<file path="src/rtl/mc_pkg.sv">
// Shared encodings for the multicycle MIPS-subset controller: FSM states,
// instruction fields, ALU32Bit control codes and datapath mux selects.
package mc_pkg;

    typedef enum logic [3:0] {
        ST_FETCH  = 4'd0,
        ST_DECODE = 4'd1,
        ST_EXEC_R = 4'd2,
        ST_EXEC_I = 4'd3,
        ST_ADDR   = 4'd4,
        ST_MEM_RD = 4'd5,
        ST_MEM_WR = 4'd6,
        ST_WB_R   = 4'd7,
        ST_WB_I   = 4'd8,
        ST_WB_MEM = 4'd9,
        ST_BRANCH = 4'd10,
        ST_JUMP   = 4'd11,
        ST_TRAP   = 4'd12
    } state_t;

    localparam logic [5:0] OP_RTYPE = 6'b000000;
    localparam logic [5:0] OP_LW    = 6'b100011;
    localparam logic [5:0] OP_SW    = 6'b101011;
    localparam logic [5:0] OP_BEQ   = 6'b000100;
    localparam logic [5:0] OP_BNE   = 6'b000101;
    localparam logic [5:0] OP_ADDI  = 6'b001000;
    localparam logic [5:0] OP_ANDI  = 6'b001100;
    localparam logic [5:0] OP_ORI   = 6'b001101;
    localparam logic [5:0] OP_SLTI  = 6'b001010;
    localparam logic [5:0] OP_J     = 6'b000010;

    localparam logic [5:0] FN_ADD = 6'b100000;
    localparam logic [5:0] FN_SUB = 6'b100010;
    localparam logic [5:0] FN_AND = 6'b100100;
    localparam logic [5:0] FN_OR  = 6'b100101;
    localparam logic [5:0] FN_SLT = 6'b101010;
    localparam logic [5:0] FN_SLL = 6'b000000;
    localparam logic [5:0] FN_SRL = 6'b000010;

    localparam logic [3:0] ALU_ADD = 4'b0000;
    localparam logic [3:0] ALU_SUB = 4'b0001;
    localparam logic [3:0] ALU_AND = 4'b0010;
    localparam logic [3:0] ALU_OR  = 4'b0011;
    localparam logic [3:0] ALU_SLT = 4'b0100;
    localparam logic [3:0] ALU_SLL = 4'b1000;
    localparam logic [3:0] ALU_SRL = 4'b1001;

    localparam logic [1:0] SRCB_REG     = 2'b00;
    localparam logic [1:0] SRCB_FOUR    = 2'b01;
    localparam logic [1:0] SRCB_IMM     = 2'b10;
    localparam logic [1:0] SRCB_IMM_SH2 = 2'b11;

    localparam logic [1:0] PCSRC_ALU    = 2'b00;
    localparam logic [1:0] PCSRC_ALUOUT = 2'b01;
    localparam logic [1:0] PCSRC_JUMP   = 2'b10;

    typedef struct packed {
        logic       pc_write;
        logic       ir_write;
        logic       reg_write;
        logic       mem_read;
        logic       mem_write;
        logic       iord;
        logic       reg_dst;
        logic       mem_to_reg;
        logic       alu_src_a;
        logic       reg_b;
        logic [1:0] alu_src_b;
        logic [3:0] alu_op;
        logic [1:0] pc_source;
        logic       retire;
        logic       trap;
    } ctrl_t;

    function automatic logic is_i_alu(input logic [5:0] op);
        return (op == OP_ADDI) || (op == OP_ANDI) || (op == OP_ORI) || (op == OP_SLTI);
    endfunction

endpackage

</file>
<file path="src/rtl/alu_decoder.sv">
// Combinational opcode/funct decoder: picks the ALU32Bit code, the shamt
// select for shifts, and flags encodings the controller cannot execute.
module alu_decoder
    import mc_pkg::*;
(
    input  logic [5:0] opcode,
    input  logic [5:0] funct,
    output logic [3:0] alu_op,
    output logic       reg_b,
    output logic       valid
);

    always_comb begin
        alu_op = ALU_ADD;
        reg_b  = 1'b0;
        valid  = 1'b0;
        case (opcode)
            OP_RTYPE: begin
                valid = 1'b1;
                case (funct)
                    FN_ADD: alu_op = ALU_ADD;
                    FN_SUB: alu_op = ALU_SUB;
                    FN_AND: alu_op = ALU_AND;
                    FN_OR:  alu_op = ALU_OR;
                    FN_SLT: alu_op = ALU_SLT;
                    FN_SLL: begin
                        alu_op = ALU_SLL;
                        reg_b  = 1'b1;
                    end
                    FN_SRL: begin
                        alu_op = ALU_SRL;
                        reg_b  = 1'b1;
                    end
                    default: valid = 1'b0;
                endcase
            end
            OP_ADDI: begin
                valid  = 1'b1;
                alu_op = ALU_ADD;
            end
            OP_ANDI: begin
                valid  = 1'b1;
                alu_op = ALU_AND;
            end
            OP_ORI: begin
                valid  = 1'b1;
                alu_op = ALU_OR;
            end
            OP_SLTI: begin
                valid  = 1'b1;
                alu_op = ALU_SLT;
            end
            // Memory and jump instructions only use the ALU for address math.
            OP_LW, OP_SW, OP_J: valid = 1'b1;
            OP_BEQ, OP_BNE: begin
                valid  = 1'b1;
                alu_op = ALU_SUB;
            end
            default: valid = 1'b0;
        endcase
    end

endmodule

</file>
<file path="src/rtl/multicycle_controller.sv">
// Multicycle control FSM for the MIPS-subset datapath: sequences fetch, decode,
// execute, memory and writeback over the shared ALU and single memory port.
module multicycle_controller
    import mc_pkg::*;
(
    input  logic       Clock,
    input  logic       Reset,
    input  logic [5:0] Opcode,
    input  logic [5:0] Funct,
    input  logic       Zero,
    input  logic       MemReady,
    output logic       PCWrite,
    output logic       IRWrite,
    output logic       RegWrite,
    output logic       MemRead,
    output logic       MemWrite,
    output logic       IorD,
    output logic       RegDst,
    output logic       MemtoReg,
    output logic       ALUSrcA,
    output logic       RegB,
    output logic [1:0] ALUSrcB,
    output logic [3:0] ALUOp,
    output logic [1:0] PCSource,
    output logic       Retire,
    output logic       Trap,
    output logic [3:0] State
);

    state_t     state;
    ctrl_t      ctrl;
    logic [3:0] dec_alu_op;
    logic       dec_reg_b;
    logic       dec_valid;

    alu_decoder u_alu_decoder (
        .opcode (Opcode),
        .funct  (Funct),
        .alu_op (dec_alu_op),
        .reg_b  (dec_reg_b),
        .valid  (dec_valid)
    );

    always_ff @(posedge Clock) begin
        if (Reset) begin
            state <= ST_FETCH;
        end else begin
            case (state)
                ST_FETCH:  if (MemReady) state <= ST_DECODE;
                ST_DECODE: begin
                    if (!dec_valid)                        state <= ST_TRAP;
                    else if (Opcode == OP_RTYPE)           state <= ST_EXEC_R;
                    else if (Opcode == OP_LW || Opcode == OP_SW)
                                                           state <= ST_ADDR;
                    else if (Opcode == OP_BEQ || Opcode == OP_BNE)
                                                           state <= ST_BRANCH;
                    else if (Opcode == OP_J)               state <= ST_JUMP;
                    else if (is_i_alu(Opcode))             state <= ST_EXEC_I;
                    else                                   state <= ST_TRAP;
                end
                ST_EXEC_R: state <= ST_WB_R;
                ST_EXEC_I: state <= ST_WB_I;
                ST_ADDR:   state <= (Opcode == OP_LW) ? ST_MEM_RD : ST_MEM_WR;
                ST_MEM_RD: if (MemReady) state <= ST_WB_MEM;
                ST_MEM_WR: if (MemReady) state <= ST_FETCH;
                ST_WB_R, ST_WB_I, ST_WB_MEM, ST_BRANCH, ST_JUMP:
                           state <= ST_FETCH;
                ST_TRAP:   state <= ST_TRAP;
                default:   state <= ST_TRAP;
            endcase
        end
    end

    // Outputs follow the state register; MemReady and Zero gate strobes in the
    // same cycle, and Reset suppresses everything so no partial write escapes.
    always_comb begin
        ctrl = '0;
        if (!Reset) begin
            case (state)
                ST_FETCH: begin
                    ctrl.mem_read  = 1'b1;
                    ctrl.alu_src_b = SRCB_FOUR;
                    ctrl.alu_op    = ALU_ADD;
                    ctrl.pc_source = PCSRC_ALU;
                    ctrl.ir_write  = MemReady;
                    ctrl.pc_write  = MemReady;
                end
                ST_DECODE: begin
                    ctrl.alu_src_b = SRCB_IMM_SH2;
                    ctrl.alu_op    = ALU_ADD;
                end
                ST_EXEC_R: begin
                    ctrl.alu_src_a = 1'b1;
                    ctrl.alu_src_b = SRCB_REG;
                    ctrl.alu_op    = dec_alu_op;
                    ctrl.reg_b     = dec_reg_b;
                end
                ST_EXEC_I: begin
                    ctrl.alu_src_a = 1'b1;
                    ctrl.alu_src_b = SRCB_IMM;
                    ctrl.alu_op    = dec_alu_op;
                end
                ST_ADDR: begin
                    ctrl.alu_src_a = 1'b1;
                    ctrl.alu_src_b = SRCB_IMM;
                    ctrl.alu_op    = ALU_ADD;
                end
                ST_MEM_RD: begin
                    ctrl.iord     = 1'b1;
                    ctrl.mem_read = 1'b1;
                end
                ST_MEM_WR: begin
                    ctrl.iord      = 1'b1;
                    ctrl.mem_write = 1'b1;
                    ctrl.retire    = MemReady;
                end
                ST_WB_R: begin
                    ctrl.reg_write = 1'b1;
                    ctrl.reg_dst   = 1'b1;
                    ctrl.retire    = 1'b1;
                end
                ST_WB_I: begin
                    ctrl.reg_write = 1'b1;
                    ctrl.retire    = 1'b1;
                end
                ST_WB_MEM: begin
                    ctrl.reg_write  = 1'b1;
                    ctrl.mem_to_reg = 1'b1;
                    ctrl.retire     = 1'b1;
                end
                ST_BRANCH: begin
                    ctrl.alu_src_a = 1'b1;
                    ctrl.alu_src_b = SRCB_REG;
                    ctrl.alu_op    = ALU_SUB;
                    ctrl.pc_source = PCSRC_ALUOUT;
                    ctrl.pc_write  = ((Opcode == OP_BEQ) && Zero) ||
                                     ((Opcode == OP_BNE) && !Zero);
                    ctrl.retire    = 1'b1;
                end
                ST_JUMP: begin
                    ctrl.pc_source = PCSRC_JUMP;
                    ctrl.pc_write  = 1'b1;
                    ctrl.retire    = 1'b1;
                end
                ST_TRAP: ctrl.trap = 1'b1;
                default: ctrl = '0;
            endcase
        end
    end

    assign PCWrite  = ctrl.pc_write;
    assign IRWrite  = ctrl.ir_write;
    assign RegWrite = ctrl.reg_write;
    assign MemRead  = ctrl.mem_read;
    assign MemWrite = ctrl.mem_write;
    assign IorD     = ctrl.iord;
    assign RegDst   = ctrl.reg_dst;
    assign MemtoReg = ctrl.mem_to_reg;
    assign ALUSrcA  = ctrl.alu_src_a;
    assign RegB     = ctrl.reg_b;
    assign ALUSrcB  = ctrl.alu_src_b;
    assign ALUOp    = ctrl.alu_op;
    assign PCSource = ctrl.pc_source;
    assign Retire   = ctrl.retire;
    assign Trap     = ctrl.trap;
    assign State    = state;

endmodule
</file>
<file path="config.mk">
export PLATFORM = sky130hd
export DESIGN_NAME = multicycle_controller
export DESIGN_NICKNAME = d
export VERILOG_FILES = /design/src/rtl/mc_pkg.sv /design/src/rtl/alu_decoder.sv /design/src/rtl/multicycle_controller.sv
export SDC_FILE = /design/constraint.sdc
export NUM_CORES = 1
export LEC_CHECK = 0
export ABC_AREA = 1
export CORE_MARGIN = 2
export CORE_UTILIZATION = 37
export CTS_CLUSTER_SIZE = 8
export DETAILED_ROUTE_END_ITERATION = 16
export HOLD_SLACK_MARGIN = 0.06
export PLACE_DENSITY = 0.87
export SLEW_MARGIN = 20
export SYNTH_ARGS = -nofsm -noshare
export SYNTH_HDL_FRONTEND = slang
export SYNTH_SLANG_ARGS = --single-unit
</file>
<file path="constraint.sdc">
create_clock -name Clock -period 1.35 [get_ports Clock]
set_input_delay 0.27 -clock Clock [delete_from_list [all_inputs] [get_ports Clock]]
set_output_delay 0.27 -clock Clock [all_outputs]
set_load 0.01 [all_outputs]
</file>
==> flow_metrics.tcl, run 1 <==
set metrics [dict create \
    synthAdderAreaFrac_pct 0 \
    synth_xor_area_share_pct 0 \
    die_w_um 51.78 \
    numCtsBuffers 3 \
    die_h_um 51.78 \
    synthSimpleGateAreaFrac_pct 57.63 \
    ys_async_sr_fraction_pct 0 \
    hold_buffers 0 \
    synth-seq-cells 4 \
    synth_cell_types 26 \
    synth_compound_area_share_pct 17.33 \
    status "aborted with a tool error" \
    grt_max_degree 9 \
    yosysWarnings 0 \
    syn_avg_cell_area_um2 5.150 \
    synth_area_um2 844.6 \
    endpoint_type "output port" \
    place_congestion 0.9734 \
    dp_hpwl_mm 2.916 \
    muxShareOfSynthArea_pct 0 \
    syn_nets 180 \
    synth_top_family_by_area "simple AND/OR/NAND/NOR gates" \
    io_pins 40 \
    dp.cells 288 \
    initial_core_util_pct 38.55 \
    error "[ERROR DPL-0038] Utilization greater than 100%, impossible to legalize" \
    io_buffers 39 \
    lastStage "global routing" \
    rows 17 \
    cts_buffer_depth 2 \
    cts.sinks 4 \
    synth_edf_count 0 \
    clockRootBuffer "clkbuf_4" \
    synthCells 164 \
    synth_seq_area_share_pct 9.481 \
    htreeDepth 1 \
    repair-timing-grt-worst-ep "ALUOp[2]" \
    dpl_cell_area_um2 1729 \
    synthFlopType "dfxtp_1" \
]
## metrics by stage
stage	hold slack [ps]	worst slack, ps
after detailed placement	856.8	-1253
after global placement	855.9	-1090
after CTS	529.8	-450.9
after floorplan	459.9	-175.5
## synthesized netlist by cell type (2+ instances only)
cell type / number / area, um2
nand2_1: 33 / 123.9
inv_1: 29 / 108.9
nor2_1: 26 / 97.59
nand3_1: 18 / 90.09
a21oi_1: 9 / 45.04
nor2_2: 8 / 50.05
nor3_1: 6 / 30.03
o21ai_0: 5 / 25.02
dfxtp_1: 4 / 80.08
nand2_2: 4 / 25.02
nor2_4: 3 / 33.78
o21ai_1: 3 / 15.01
inv_2: 2 / 7.510
nand4_1: 2 / 12.51
## cells by family after synthesis
family,after synthesis
buf+inv,33
compound gates,24
simple gates,103
flops,4
## timing repair
item	CTS
pin swaps	31
setup endpoints to repair	28
buffers inserted	19
gates resized for setup	195
==> run 2: changes to the inputs <==
--- a/config.mk
+++ b/config.mk
@@ -6,12 +6,10 @@
 export NUM_CORES = 1
 export LEC_CHECK = 0
 export ABC_AREA = 1
-export CORE_MARGIN = 2
-export CORE_UTILIZATION = 37
-export CTS_CLUSTER_SIZE = 8
+export CORE_AREA = 2 2 63 65
 export DETAILED_ROUTE_END_ITERATION = 16
-export HOLD_SLACK_MARGIN = 0.06
-export PLACE_DENSITY = 0.87
+export DIE_AREA = 0 0 65 67
+export PLACE_DENSITY_LB_ADDON = 0.15
 export SLEW_MARGIN = 20
 export SYNTH_ARGS = -nofsm -noshare
 export SYNTH_HDL_FRONTEND = slang
==> constraint.sdc (replaced) <==
create_clock -name Clock -period 1.8 [get_ports Clock]
set_input_delay 0.36 -clock Clock [delete_from_list [all_inputs] [get_ports Clock]]
set_output_delay 0.36 -clock Clock [all_outputs]
set_load 0.01 [all_outputs]
==> flow_metrics.tcl, run 2 <==
set metrics [dict create \
    nets 297 \
    hold_violations 0 \
    final_cell_mix "buf_4, nand2_1, nor2_4" \
    io_pins 40 \
    synth-seq-cells 4 \
    hold_path.class "in -> reg" \
    synth_area_um2 844.6 \
    largest_register_ffs 4 \
    dieArea_um2 4355 \
    num_antenna_cells 0 \
    io_buffers 39 \
    setup_slack_ps -48.86 \
    antenna_found_initial 0 \
    synthDominantCellAreaShare_pct 14.67 \
    clkTransAtPathRegs_ps 30 \
    worst_ep_required_time_ps 1440 \
    vdd_drop_max_mv 0.7896 \
    grt_max_degree 10 \
    area_growth_syn_to_layout_pct 145.8 \
    max_slew_margin_pct 84.05 \
    crit_path_start_kind "input port" \
    drive_above_1_share_pct 64.87 \
    cp_cell_sequence "clkdlybuf4s15_2, nor2_4, inv_1, nor2_2, nand3_1, nand4_1, o21ai_1, a21oi_1, buf_2" \
    design_area_um2 2076 \
    dpl_cell_area_um2 1708 \
    synth_edf_count 0 \
    die_w_um 65 \
    max_stage_delay_ps 220 \
    syn_avg_cell_area_um2 5.150 \
    rows 22 \
    max_freq_ghz 0.5409 \
    wl_mm 3.672 \
    powerDensity_nw_per_um2 923.2 \
    drc_errors 0 \
    synthCells 164 \
    fin_crit_sh_pct 102.7 \
    drv_cap 0 \
    worstMarginPinSlew_ps 239.2 \
    ant_nets 0 \
    setup_viol 3 \
    die_h_um 67 \
    coreArea_um2 3606 \
    dp_hpwl_mm 2.594 \
    final_common_cell "buf_4" \
    initial_core_util_pct 23.42 \
    grt_pass1_wl_mm 5.754 \
    min_period_ps 1849 \
    cp.arrival_ps 1490 \
    grtUsageTotal_pct 16.51 \
    grt.overflow.total 0 \
    slowest_stage "clkdlybuf4s15_2" \
    holdWs_ps 601.1 \
    numCtsBuffers 3 \
    synth_cell_types 26 \
    yosys-top-cells-count "nand2_1, inv_1, nor2_1" \
    drt_iter0_drc 40 \
    yosysWarnings 0 \
    slew_violations 0 \
    place_congestion 0.9085 \
    cts_tree "built" \
    status "complete, but fails checks" \
    yosys-top-cells-area "nand2_1, inv_1, nor2_1" \
    synth.largest_area_cell "nand2_1" \
    critical_path.max_fanout 4 \
    violations "negative setup slack" \
    final_util_pct 57.56 \
    viasPerCell 4.468 \
    rsz0062_at_grt "yes" \
    wl_per_cell_um 11.23 \
    cts_buffer_depth 2 \
    cp-end-kind "primary output" \
    ys_async_sr_fraction_pct 0 \
    path_class "in -> out" \
    clockRootBuffer "clkbuf_8" \
    num_vias 1461 \
    grt_pass1_vias 1363 \
    cts.sinks 4 \
    drtPass1Iterations 4 \
    syn_nets 180 \
    place_ws_ps -818.1 \
    synth.most_common_cell "nand2_1" \
    total_power_mw 1.916 \
    power_leakage_nw 1.062 \
    htreeDepth 1 \
    synth_seq_area_share_pct 9.481 \
    clk_latency_ps 220 \
    synthFlopType "dfxtp_1" \
    finClkSkew_ps 0.1675 \
]
## run 2: kinds of logic (layout without fill, tap and decap cells)
kind of cell           count (synthesis)  count (layout)  synth area share, %
DFF                                    4               4                9.482
AOI/OAI and AO/OA                     24              24                17.33
and+or+nand+nor                      103             103                57.63
buffers and inverters                 33             148                15.55
## run 2: power breakdown
group	switching [mW]	leakage (nW)	total, mW	internal [mW]
Combinational	0.723	1.00	1.50	0.773
Sequential	0.0782	0.0356	0.228	0.150
Clock	0.0492	0.0216	0.192	0.143
## run 2: worst paths after layout
| kind | from | to | slack, ps | depth (start not counted) |
|---|---|---|---|---|
| setup / recovery | Funct[4] | ALUOp[0] | -50 | 9 |
| hold / removal | Reset | State[0]$_SDFFE_PP0P_ | 600 | 3 |
| setup reg to reg | State[3]$_SDFFE_PP0P_ | State[2]$_SDFFE_PP0P_ | 260 | 11 |
| hold reg to reg | State[0]$_SDFFE_PP0P_ | State[2]$_SDFFE_PP0P_ | 900 | 5 |
## run 2: layout make-up
cell class / instances / area (um2)
inverter: 31 / 121.4
clock buffer: 3 / 41.29
multi-input combinational: 127 / 879.6
timing repair buffer: 114 / 878.3
fill: 367 / 1530
tap: 48 / 60.06
sequential: 4 / 95.09
## run 2: metal layers
layer  GRT usage (%)  up-vias  wire length [um]
li1                -      760                 -
met1           21.21      667              1585
met2           28.87       30              1900
met3           1.858        4               142
met4           4.787        0                44
met5               0        -                 0
## run 2: what timing repair did
item / 4_1_cts / 5_1_grt
endpoints found under the setup margin: 21 / 22
pin swaps: 27 / 22
gates cloned: 0 / 0
buffers inserted: 12 / 6
gates resized for setup: 157 / 51
hold buffers: 0 / 0
## run 2: stage by stage
stage | TNS, ps | instances
4_1_cts | -212.3 | 321
3_5_place_dp | -10750 | 306
3_3_place_gp | -11050 | 306
6_report | -90.60 | 327
5_1_grt | -567.0 | 327
2_1_floorplan | 0 | 164
## run 2: critical path: cells and delay by family
kind            cells  cell delay [ps]
compound gates      2              230
simple gates        4              450
buf+inv             3              440
Power figures use the tool's default switching activity.
